==> config.mk <==
export PLATFORM = sky130hd
export DESIGN_NAME = dac_spi_tx
export DESIGN_NICKNAME = d
export VERILOG_FILES = /design/src/rtl/dac_spi_pkg.sv /design/src/rtl/spi_sclk_tick.sv /design/src/rtl/dac_spi_tx.sv
export SDC_FILE = /design/constraint.sdc
export NUM_CORES = 1
export LEC_CHECK = 0
export CAP_MARGIN = 5
export CORE_UTILIZATION = 48
export CTS_CLUSTER_SIZE = 16
export DETAILED_ROUTE_END_ITERATION = 8
export PLACE_DENSITY = 0.7
export SLEW_MARGIN = 20
export SYNTH_ARGS = -nofsm -noshare
export SYNTH_HDL_FRONTEND = slang
export SYNTH_HIERARCHICAL = 1
export SYNTH_SLANG_ARGS = --single-unit
==> constraint.sdc <==
create_clock -name clk -period 2.3 [get_ports clk]
set_clock_uncertainty 0.15 [all_clocks]
set_input_delay 0.345 -clock clk [delete_from_list [all_inputs] [get_ports clk]]
set_output_delay 0.345 -clock clk [all_outputs]
set_load 0.01 [all_outputs]
==> src/rtl/dac_spi_pkg.sv <==
// ============================================================================
// Module : dac_spi_pkg
// Brief  : Shared FSM encoding, DAC frame constants and offset-binary helper.
// Rev    : 1.0  initial release
// ============================================================================
`default_nettype none

package dac_spi_pkg;

  typedef enum logic [1:0] {
    ST_IDLE  = 2'd0,
    ST_SETUP = 2'd1,
    ST_SHIFT = 2'd2,
    ST_GAP   = 2'd3
  } state_t;

  localparam int         DATA_W_DEF  = 16;
  localparam int         CMD_W_DEF   = 8;
  localparam logic [7:0] DAC_CMD_DEF = 8'h30;   // write-and-update channel A
  localparam int         FRAME_W     = CMD_W_DEF + DATA_W_DEF;

  // Two's complement to offset binary is a flip of the sign bit.
  function automatic logic [15:0] to_offset_bin(input logic signed [15:0] s);
    return {~s[15], s[14:0]};
  endfunction

endpackage

`default_nettype wire

==> src/rtl/spi_sclk_tick.sv <==
// ============================================================================
// Module : spi_sclk_tick
// Brief  : Half-period divider; o_tick marks the last clk of each SCLK phase.
// Rev    : 1.0  initial release
// ============================================================================
`default_nettype none

module spi_sclk_tick #(
  parameter int HALF = 2
) (
  input  logic clk,
  input  logic reset_n,
  input  logic i_en,
  input  logic i_restart,
  output logic o_tick
);

  localparam int            CW     = (HALF > 1) ? $clog2(HALF) : 1;
  localparam logic [CW-1:0] c_last = CW'(HALF - 1);

  logic [CW-1:0] r_cnt;

  always_ff @(posedge clk or negedge reset_n) begin
    if (!reset_n) begin
      r_cnt <= '0;
    end else if (i_restart) begin
      r_cnt <= '0;
    end else if (i_en) begin
      r_cnt <= (r_cnt == c_last) ? '0 : r_cnt + 1'b1;
    end
  end

  assign o_tick = i_en && (r_cnt == c_last);

endmodule

`default_nettype wire

==> src/rtl/dac_spi_tx.sv <==
// ============================================================================
// Module : dac_spi_tx
// Brief  : Sample-to-SPI DAC transmitter (cmd byte + 16-bit offset-binary code,
//          mode 0, MSB first) with a single latest-wins hold register.
//          Optional macro DAC_LDAC_EN adds an LDAC strobe after each frame.
// Rev    : 1.0  initial release
// ============================================================================
`default_nettype none

module dac_spi_tx
  import dac_spi_pkg::*;
#(
  parameter int               DATA_W    = DATA_W_DEF,
  parameter int               CMD_W     = CMD_W_DEF,
  parameter logic [CMD_W-1:0] DAC_CMD   = DAC_CMD_DEF,
  parameter int               SCLK_HALF = 2,
  parameter int               CS_GAP    = 2
) (
  input  logic                     clk,
  input  logic                     reset_n,
  input  logic signed [DATA_W-1:0] i_sample,
  input  logic                     i_sample_valid,
  input  logic                     i_clear_overrun,
  output logic                     o_spi_sclk,
  output logic                     o_spi_mosi,
  output logic                     o_spi_cs_n,
  output logic                     o_busy,
  output logic                     o_frame_done,
  output logic                     o_overrun
`ifdef DAC_LDAC_EN
  ,
  output logic                     o_ldac_n
`endif
);

  localparam int FRAME_LEN = CMD_W + DATA_W;
  localparam int BW        = $clog2(FRAME_LEN + 1);
`ifdef DAC_LDAC_EN
  localparam int GAP_LEN   = (CS_GAP > SCLK_HALF + 1) ? CS_GAP : SCLK_HALF + 1;
`else
  localparam int GAP_LEN   = CS_GAP;
`endif
  localparam int GW        = (GAP_LEN > 1) ? $clog2(GAP_LEN) : 1;

  localparam logic [BW-1:0] c_bits     = BW'(FRAME_LEN);
  localparam logic [GW-1:0] c_gap_last = GW'(GAP_LEN - 1);

  state_t                 r_state, w_state_nxt;
  logic [DATA_W-1:0]      r_hold;
  logic                   r_hold_full;
  logic                   r_overrun;
  logic [FRAME_LEN-1:0]   r_shreg, w_shreg_nxt;
  logic [BW-1:0]          r_bit_cnt, w_bit_nxt;
  logic [GW-1:0]          r_gap_cnt, w_gap_nxt;
  logic                   r_sclk, w_sclk_nxt;
  logic                   r_mosi, w_mosi_nxt;
  logic                   r_cs_n, w_cs_n_nxt;
  logic                   r_busy, w_busy_nxt;
  logic                   r_done, w_done_nxt;
  logic                   w_drain;
  logic                   w_ovr_set;
  logic                   w_tick;

  // The IDLE cycle that launches a frame is the only time the hold register drains.
  assign w_drain   = (r_state == ST_IDLE) && r_hold_full;
  assign w_ovr_set = i_sample_valid && r_hold_full && !w_drain;

  always_ff @(posedge clk or negedge reset_n) begin
    if (!reset_n) begin
      r_hold      <= '0;
      r_hold_full <= 1'b0;
      r_overrun   <= 1'b0;
    end else begin
      if (i_sample_valid) begin
        r_hold      <= to_offset_bin(i_sample);
        r_hold_full <= 1'b1;
      end else if (w_drain) begin
        r_hold_full <= 1'b0;
      end
      if (w_ovr_set) begin
        r_overrun <= 1'b1;
      end else if (i_clear_overrun) begin
        r_overrun <= 1'b0;
      end
    end
  end

  spi_sclk_tick #(
    .HALF (SCLK_HALF)
  ) u_tick (
    .clk       (clk),
    .reset_n   (reset_n),
    .i_en      (r_state != ST_IDLE),
    .i_restart (w_drain),
    .o_tick    (w_tick)
  );

  always_comb begin
    w_state_nxt = r_state;
    w_shreg_nxt = r_shreg;
    w_bit_nxt   = r_bit_cnt;
    w_gap_nxt   = r_gap_cnt;
    w_sclk_nxt  = r_sclk;
    w_mosi_nxt  = r_mosi;
    w_cs_n_nxt  = r_cs_n;
    w_busy_nxt  = r_busy;
    w_done_nxt  = 1'b0;
    unique case (r_state)
      ST_IDLE: begin
        if (r_hold_full) begin
          w_state_nxt = ST_SETUP;
          w_shreg_nxt = {DAC_CMD, r_hold};
          w_mosi_nxt  = DAC_CMD[CMD_W-1];
          w_bit_nxt   = '0;
          w_cs_n_nxt  = 1'b0;
          w_busy_nxt  = 1'b1;
        end
      end
      ST_SETUP: begin
        if (w_tick) begin
          w_sclk_nxt  = 1'b1;
          w_bit_nxt   = BW'(1);
          w_state_nxt = ST_SHIFT;
        end
      end
      ST_SHIFT: begin
        if (w_tick) begin
          if (r_sclk) begin
            w_sclk_nxt  = 1'b0;
            w_mosi_nxt  = r_shreg[FRAME_LEN-2];
            w_shreg_nxt = r_shreg << 1;
          end else if (r_bit_cnt == c_bits) begin
            // Final low phase elapsed: close the frame.
            w_cs_n_nxt  = 1'b1;
            w_done_nxt  = 1'b1;
            w_gap_nxt   = '0;
            w_state_nxt = ST_GAP;
          end else begin
            w_sclk_nxt = 1'b1;
            w_bit_nxt  = r_bit_cnt + 1'b1;
          end
        end
      end
      ST_GAP: begin
        if (r_gap_cnt == c_gap_last) begin
          w_busy_nxt  = 1'b0;
          w_state_nxt = ST_IDLE;
        end else begin
          w_gap_nxt = r_gap_cnt + 1'b1;
        end
      end
      default: w_state_nxt = ST_IDLE;
    endcase
  end

  always_ff @(posedge clk or negedge reset_n) begin
    if (!reset_n) begin
      r_state   <= ST_IDLE;
      r_shreg   <= '0;
      r_bit_cnt <= '0;
      r_gap_cnt <= '0;
      r_sclk    <= 1'b0;
      r_mosi    <= 1'b0;
      r_cs_n    <= 1'b1;
      r_busy    <= 1'b0;
      r_done    <= 1'b0;
    end else begin
      r_state   <= w_state_nxt;
      r_shreg   <= w_shreg_nxt;
      r_bit_cnt <= w_bit_nxt;
      r_gap_cnt <= w_gap_nxt;
      r_sclk    <= w_sclk_nxt;
      r_mosi    <= w_mosi_nxt;
      r_cs_n    <= w_cs_n_nxt;
      r_busy    <= w_busy_nxt;
      r_done    <= w_done_nxt;
    end
  end

`ifdef DAC_LDAC_EN
  logic r_ldac_n;

  // Low for SCLK_HALF cycles beginning one cycle after cs_n rises.
  always_ff @(posedge clk or negedge reset_n) begin
    if (!reset_n) begin
      r_ldac_n <= 1'b1;
    end else begin
      r_ldac_n <= !((r_state == ST_GAP) && (int'(r_gap_cnt) < SCLK_HALF));
    end
  end

  assign o_ldac_n = r_ldac_n;
`endif

  assign o_spi_sclk   = r_sclk;
  assign o_spi_mosi   = r_mosi;
  assign o_spi_cs_n   = r_cs_n;
  assign o_busy       = r_busy;
  assign o_frame_done = r_done;
  assign o_overrun    = r_overrun;

endmodule

`default_nettype wire

=== Yosys cells after proc, flatten, opt, wreduce, memory -nomap -nowiden ===
Index checks and enable logic that the tools add are counted.

* Register bits: 55
* Word-level logic and storage cells: 100
* Input bits: 20
* Output and inout bits: 6

* $add $sub $neg: 3
* Eq/ne operators: 12
* Bitwise gates (word level): 1
* Multiplexer cells: 49
* Reductions and logical operators: 22

{| class="wikitable"
|+ Operators with widths
! kind !! number
|-
| $mux 23 || 3
|-
| $pmux 23 s2 || 1
|-
| $mux 1 || 27
|-
| $mux 5 || 5
|-
| $reduce_bool 2->1 || 8
|-
| $pmux 5 s3 || 1
|-
| $mux 2 || 6
|-
| $ne 2x2->1 const B || 6
|-
| $reduce_and 6->1 || 2
|-
| $pmux 1 s2 || 5
|-
| $pmux 2 s4 || 1
|-
| $reduce_and 4->1 || 2
|-
| $reduce_and 3->1 || 2
|-
| $add 5x1->5 const B || 1
|-
| $eq 5x5->1 const B || 1
|-
| $reduce_and 5->1 || 1
|-
| $eq 2x2->1 const B || 2
|-
| $logic_and 1x1->1 || 4
|-
| $ne 2x1->1 const B || 2
|-
| $reduce_bool 3->1 || 1
|-
| $add 1x1->1 const B || 2
|-
| $eq 2x1->1 const B || 1
|-
| $logic_not 2->1 || 1
|-
| $logic_not 1->1 || 1
|-
| $not 1->1 || 1
|}

=== Logic depth before layout (Yosys ltp) ===
* Depth in word-level cells: 5
* Depth in mapped cells: 10
* Gate-level depth less buffers: 8

=== Cells and area by module ===
Netlist, hierarchy kept.

{| class="wikitable"
|+ Modules (own cells, without submodules)
! module !! times used !! cells each !! area each (um^2) !! sequential area each (um^2)
|-
| dac_spi_tx || 1 || 217 || 2,590.0 || 1,352.5
|-
| spi_sclk_tick || 1 || 4 || 45.0 || 25.0
|}

=== Worst setup path after synthesis ===
No wires, ideal clock.

* Kind: register to register
* Start point: register r_state[0]
* End point: register r_state[1]
* Arrival time: 1,817 ps
* Period minus slack after synthesis: 2,094 ps
* Path buffers: 0
* Setup time: 128 ps
* Cell stages (with the launch flop): 9
* Data required time: 2,022 ps
* Setup slack: 206 ps
* Cell sequence: dfrtp_1 -> inv_1 -> ha_1 -> inv_1 -> and2_2 -> nor2b_2 -> o2111ai_2 -> a21oi_2 -> mux2_1

* Longest elaborated chain between the ends: 4
* Elaborated cells on any way between the ends: 14
* Those cells by class: 9 x eq/ne; 1 x mux; 4 x reduce/logical

{| class="wikitable"
|+ RTL lines
! element !! line !! source
|-
| from (decl) || dac_spi_tx.sv:48 || <nowiki>state_t r_state, w_state_nxt;</nowiki>
|-
| from (signal assigned) || dac_spi_tx.sv:168 || <nowiki>r_state <= w_state_nxt;</nowiki>
|-
| $reduce_bool 2->1 * || dac_spi_tx.sv:93 || <nowiki>.i_en (r_state != ST_IDLE),</nowiki>
|-
| $logic_and 1x1->1 * || spi_sclk_tick.sv:33 || <nowiki>assign o_tick = i_en && (r_cnt == c_last);</nowiki>
|-
| via w_tick || dac_spi_tx.sv:62 || <nowiki>logic w_tick;</nowiki>
|-
| $ne 2x1->1 (no line) || n/a ||
|-
| $reduce_and 6->1 (no line) * || n/a ||
|}

Mark *: on every way through the listed nets, which the timed path passes. The rest lies on a longest branch.
A chain may end at the register's enable or synchronous reset.

=== Final worst setup path ===
Ends and elaborated chain as after synthesis.

==> results.ini <==
[route]
wirelength_um = 4451
dr.pass1.iters = 4
vias = 1735
routed.top_layer = met4
wl_met2_um = 2070
post_drt_wl_per_cell_um = 13.74
post_drt_via_cell_ratio = 5.355
dr_wl_met3_um = 149
antenna_left = 0
drc = 0
route.layer.met1.wl_um = 2171
first_iter_violations = 124

[clock_tree]
postCtsSetupBuffers = 0
cts_num_sinks = 55
clk_pin_slew_ns = 0.10
cts_buffers = 5
cts_max_level = 2
cts_root_buf = clkbuf_8
cts-resized-gates = 0
clock_latency_ns = 0.30
cts_tree = yes
clock_path_buffers = 2
cts_hold_buf = 1

[timing]
min_period_ns = 2.149
hold_viol = 0
fmax_mhz = 465.4
worstMarginPinSlew_ns = 0.4205
finalMaxSlewViolations = 0
rsz0062_at_grt = false
setup_violations = 0
fin_ws_ns = 0.1515
relSlewSlack_pct = 71.86
setup_tns_ns = 0
post-route-period-util_pct = 93.41

[power]
p_per_area_nw_per_um2 = 1222
p_leak_nw = 1.355
power_mw = 3.758
ir_drop_mv = 0.6452

[cells_and_area]
drive_above_1_share_pct = 22.05
layout.nets = 280
fin_util_pct = 59.09
area_delta_synth_final_pct = 16.71
antenna_cells = 0
instances_no_fill = 324
fillers = 451

[synth]
synth_edf_count = 0
syn_area_um2 = 2635
yosysWarnings = 6
avgSynthCellArea_um2 = 11.92
synthArstFlopShare_pct = 100.0
synth_seq_area_share_pct = 52.28
ys_seq_elements = 55
synth.distinct_cells = 39
syn-num-nets = 248
ys.flop_type = dfrtp_1
synthCells = 221

[placed_design]
numPortBuffers = 25
numPlacedInstances = 315
dp_hpwl_um = 3072
place_congestion = 0.8365
pre_cts_ws_ns = 0.1834

[setup_path]
reg2reg_slack_ns = 0.15
crit_path_start_kind = register
critPathTopFamily = simple AND/OR/NAND/NOR gates
critical_path_required_ns = 2.34
crit_top_cell = inv_1
path_cells = inv_1 > ha_1 > inv_1 > and2_2 > nor2b_2 > o2111ai_2 > a21oi_2 > mux2_1
critPathArrivalTime_ns = 2.19
timing.critical_path.buf_inv = 2
critPathSlowestCell = dfrtp_1
end_kind = register
critPathMaxStageDelay_ns = 0.40
critical_path_class = reg2reg
cp_max_fo = 5

[run_status]
outcome = finished clean

[grt]
grt_pass1_wl_um = 7976
grt_pass1_vias = 1747
antenna_found_initial = 0
grt_usage_pct = 17.13
grt.overflow.total = 0
grt_max_degree = 56

[die]
dieArea_um2 = 5790
fp.dieH_um = 76.09
coreArea_um2 = 5205
rows = 26
io_pins = 26
start_util_pct = 50.62
die-width_um = 76.09

[run]
maxCapViolCount = 0

[hold_path]
hold_path.class = reg2reg

-- synth_stat cells (2+ instances only) --
master | n | area share [%]
nor2b_2 | 2 | 0.66
buf_2 | 5 | 0.95
a21o_1 | 3 | 0.85
buf_6 | 4 | 1.7
mux2i_1 | 18 | 6.8
nor2_1 | 6 | 0.85
o311ai_1 | 2 | 0.66
nor2b_1 | 3 | 0.71
nand3_1 | 5 | 0.95
inv_1 | 11 | 1.6
nand2_1 | 21 | 3.0
o2111ai_2 | 2 | 1.1
o21ai_1 | 2 | 0.38
nand4_1 | 2 | 0.47
o21ai_2 | 14 | 4.7
a22o_1 | 7 | 2.3
nand2b_1 | 4 | 0.95
mux2_2 | 15 | 6.4
ha_1 | 7 | 3.3
a21oi_1 | 6 | 1.1
a31oi_1 | 2 | 0.47
dfrtp_1 | 54 | 51
o21ai_0 | 10 | 1.9
-- cells in the final DEF, fill, tap and decap left out, drive strengths merged, types with 5 or more instances in the layout --
cell type / Yosys / final
a21oi: 7 / 7
a22o: 7 / 7
buf: 10 / 10
clkbuf: 0 / 6
clkdlybuf4s50: 0 / 24
dfrtp: 54 / 54
ha: 7 / 7
inv: 11 / 11
mux2: 16 / 16
mux2i: 18 / 18
nand2: 22 / 22
nand3: 5 / 5
nor2: 6 / 6
nor2b: 5 / 5
o21ai: 26 / 26
-- area by class of cell --
type	instances	area, µm²	area share [%]
Sequential cell	55	1378	44.79
Timing Repair Buffer	35	347.8	11.31
Multi-Input combinational cell	145	1131	36.78
Clock inverter	2	17.52	0.5696
Inverter	11	41.29	1.343
Tap cell	70	87.58	2.848
Clock buffer	6	72.57	2.360
-- worst reg2reg max path, delay by kind of cell, from the launching register on --
family	cells	cell delay, ns
multiplexers	1	0.33
AO/OA/AOI/OAI	2	0.33
flip-flops	1	0.40
AND/OR/NAND/NOR	2	0.44
adder cells (fa/ha/maj)	1	0.22
buffers and inverters	2	0.17
-- stage by stage --
step,hold slack (ns),area (µm²)
2_1_floorplan,-0.1006,2635
3_3_place_gp,0.2131,2975
3_5_place_dp,0.2145,2975
4_1_cts,0.3390,3075
5_1_grt,0.3556,3075
6_report,0.3356,3075
-- registers in the layout, summed over array words and instances, names as in the netlist --
name          flops
o_spi_cs_n        1
r_bit_cnt         5
o_spi_mosi        1
o_busy            1
r_gap_cnt         1
r_hold_full       1
r_state           2
o_frame_done      1
r_hold           16
o_overrun         1
u_tick/r_cnt      1
o_spi_sclk        1
r_shreg          23
-- path summary, 6_finish.rpt --
check                                          to                   start  depth (start not counted)
max                        r_state[1]$_DFFE_PN0P_  r_state[0]$_DFFE_PN0P_                          8
min                        r_shreg[5]$_DFFE_PN0P_  r_shreg[5]$_DFFE_PN0P_                          2
max reg2reg                r_state[1]$_DFFE_PN0P_  r_state[0]$_DFFE_PN0P_                          8
min reg2reg                r_shreg[5]$_DFFE_PN0P_  r_shreg[5]$_DFFE_PN0P_                          2
max in group asynchronous  o_spi_cs_n$_DFFE_PN1P_                 reset_n                          3
min in group asynchronous  r_state[0]$_DFFE_PN0P_                 reset_n                          3
-- where the power goes --
part | switching [mW] | internal [mW] | total (mW) | leakage, nW
Combinational | 0.956 | 0.822 | 1.78 | 0.638
Sequential | 0.183 | 1.26 | 1.44 | 0.672
Clock | 0.316 | 0.219 | 0.535 | 0.0454
Total | 1.45 | 2.30 | 3.76 | 1.35
-- routing by layer --
layer | track usage (%) | vias to the layer above
met5 | 0 | -
met4 | 6.923 | 0
met3 | 3.114 | 5
met2 | 26.73 | 32
met1 | 23.72 | 849
li1 | - | 849
-- cells by family (layout without fill, tap and decap cells) --
family / Yosys count / in the layout / synth area share [%]
DFF: 55 / 55 / 52.28
adders and majority gates: 7 / 7 / 3.324
xor gates and xnor gates: 1 / 1 / 0.3324
AOI/OAI and AO/OA: 53 / 53 / 15.15
muxes: 34 / 34 / 13.68
and+or+nand+nor: 50 / 50 / 10.45
buffers and inverters: 21 / 54 / 4.795
Note: power is estimated with default switching activity, not from simulation.
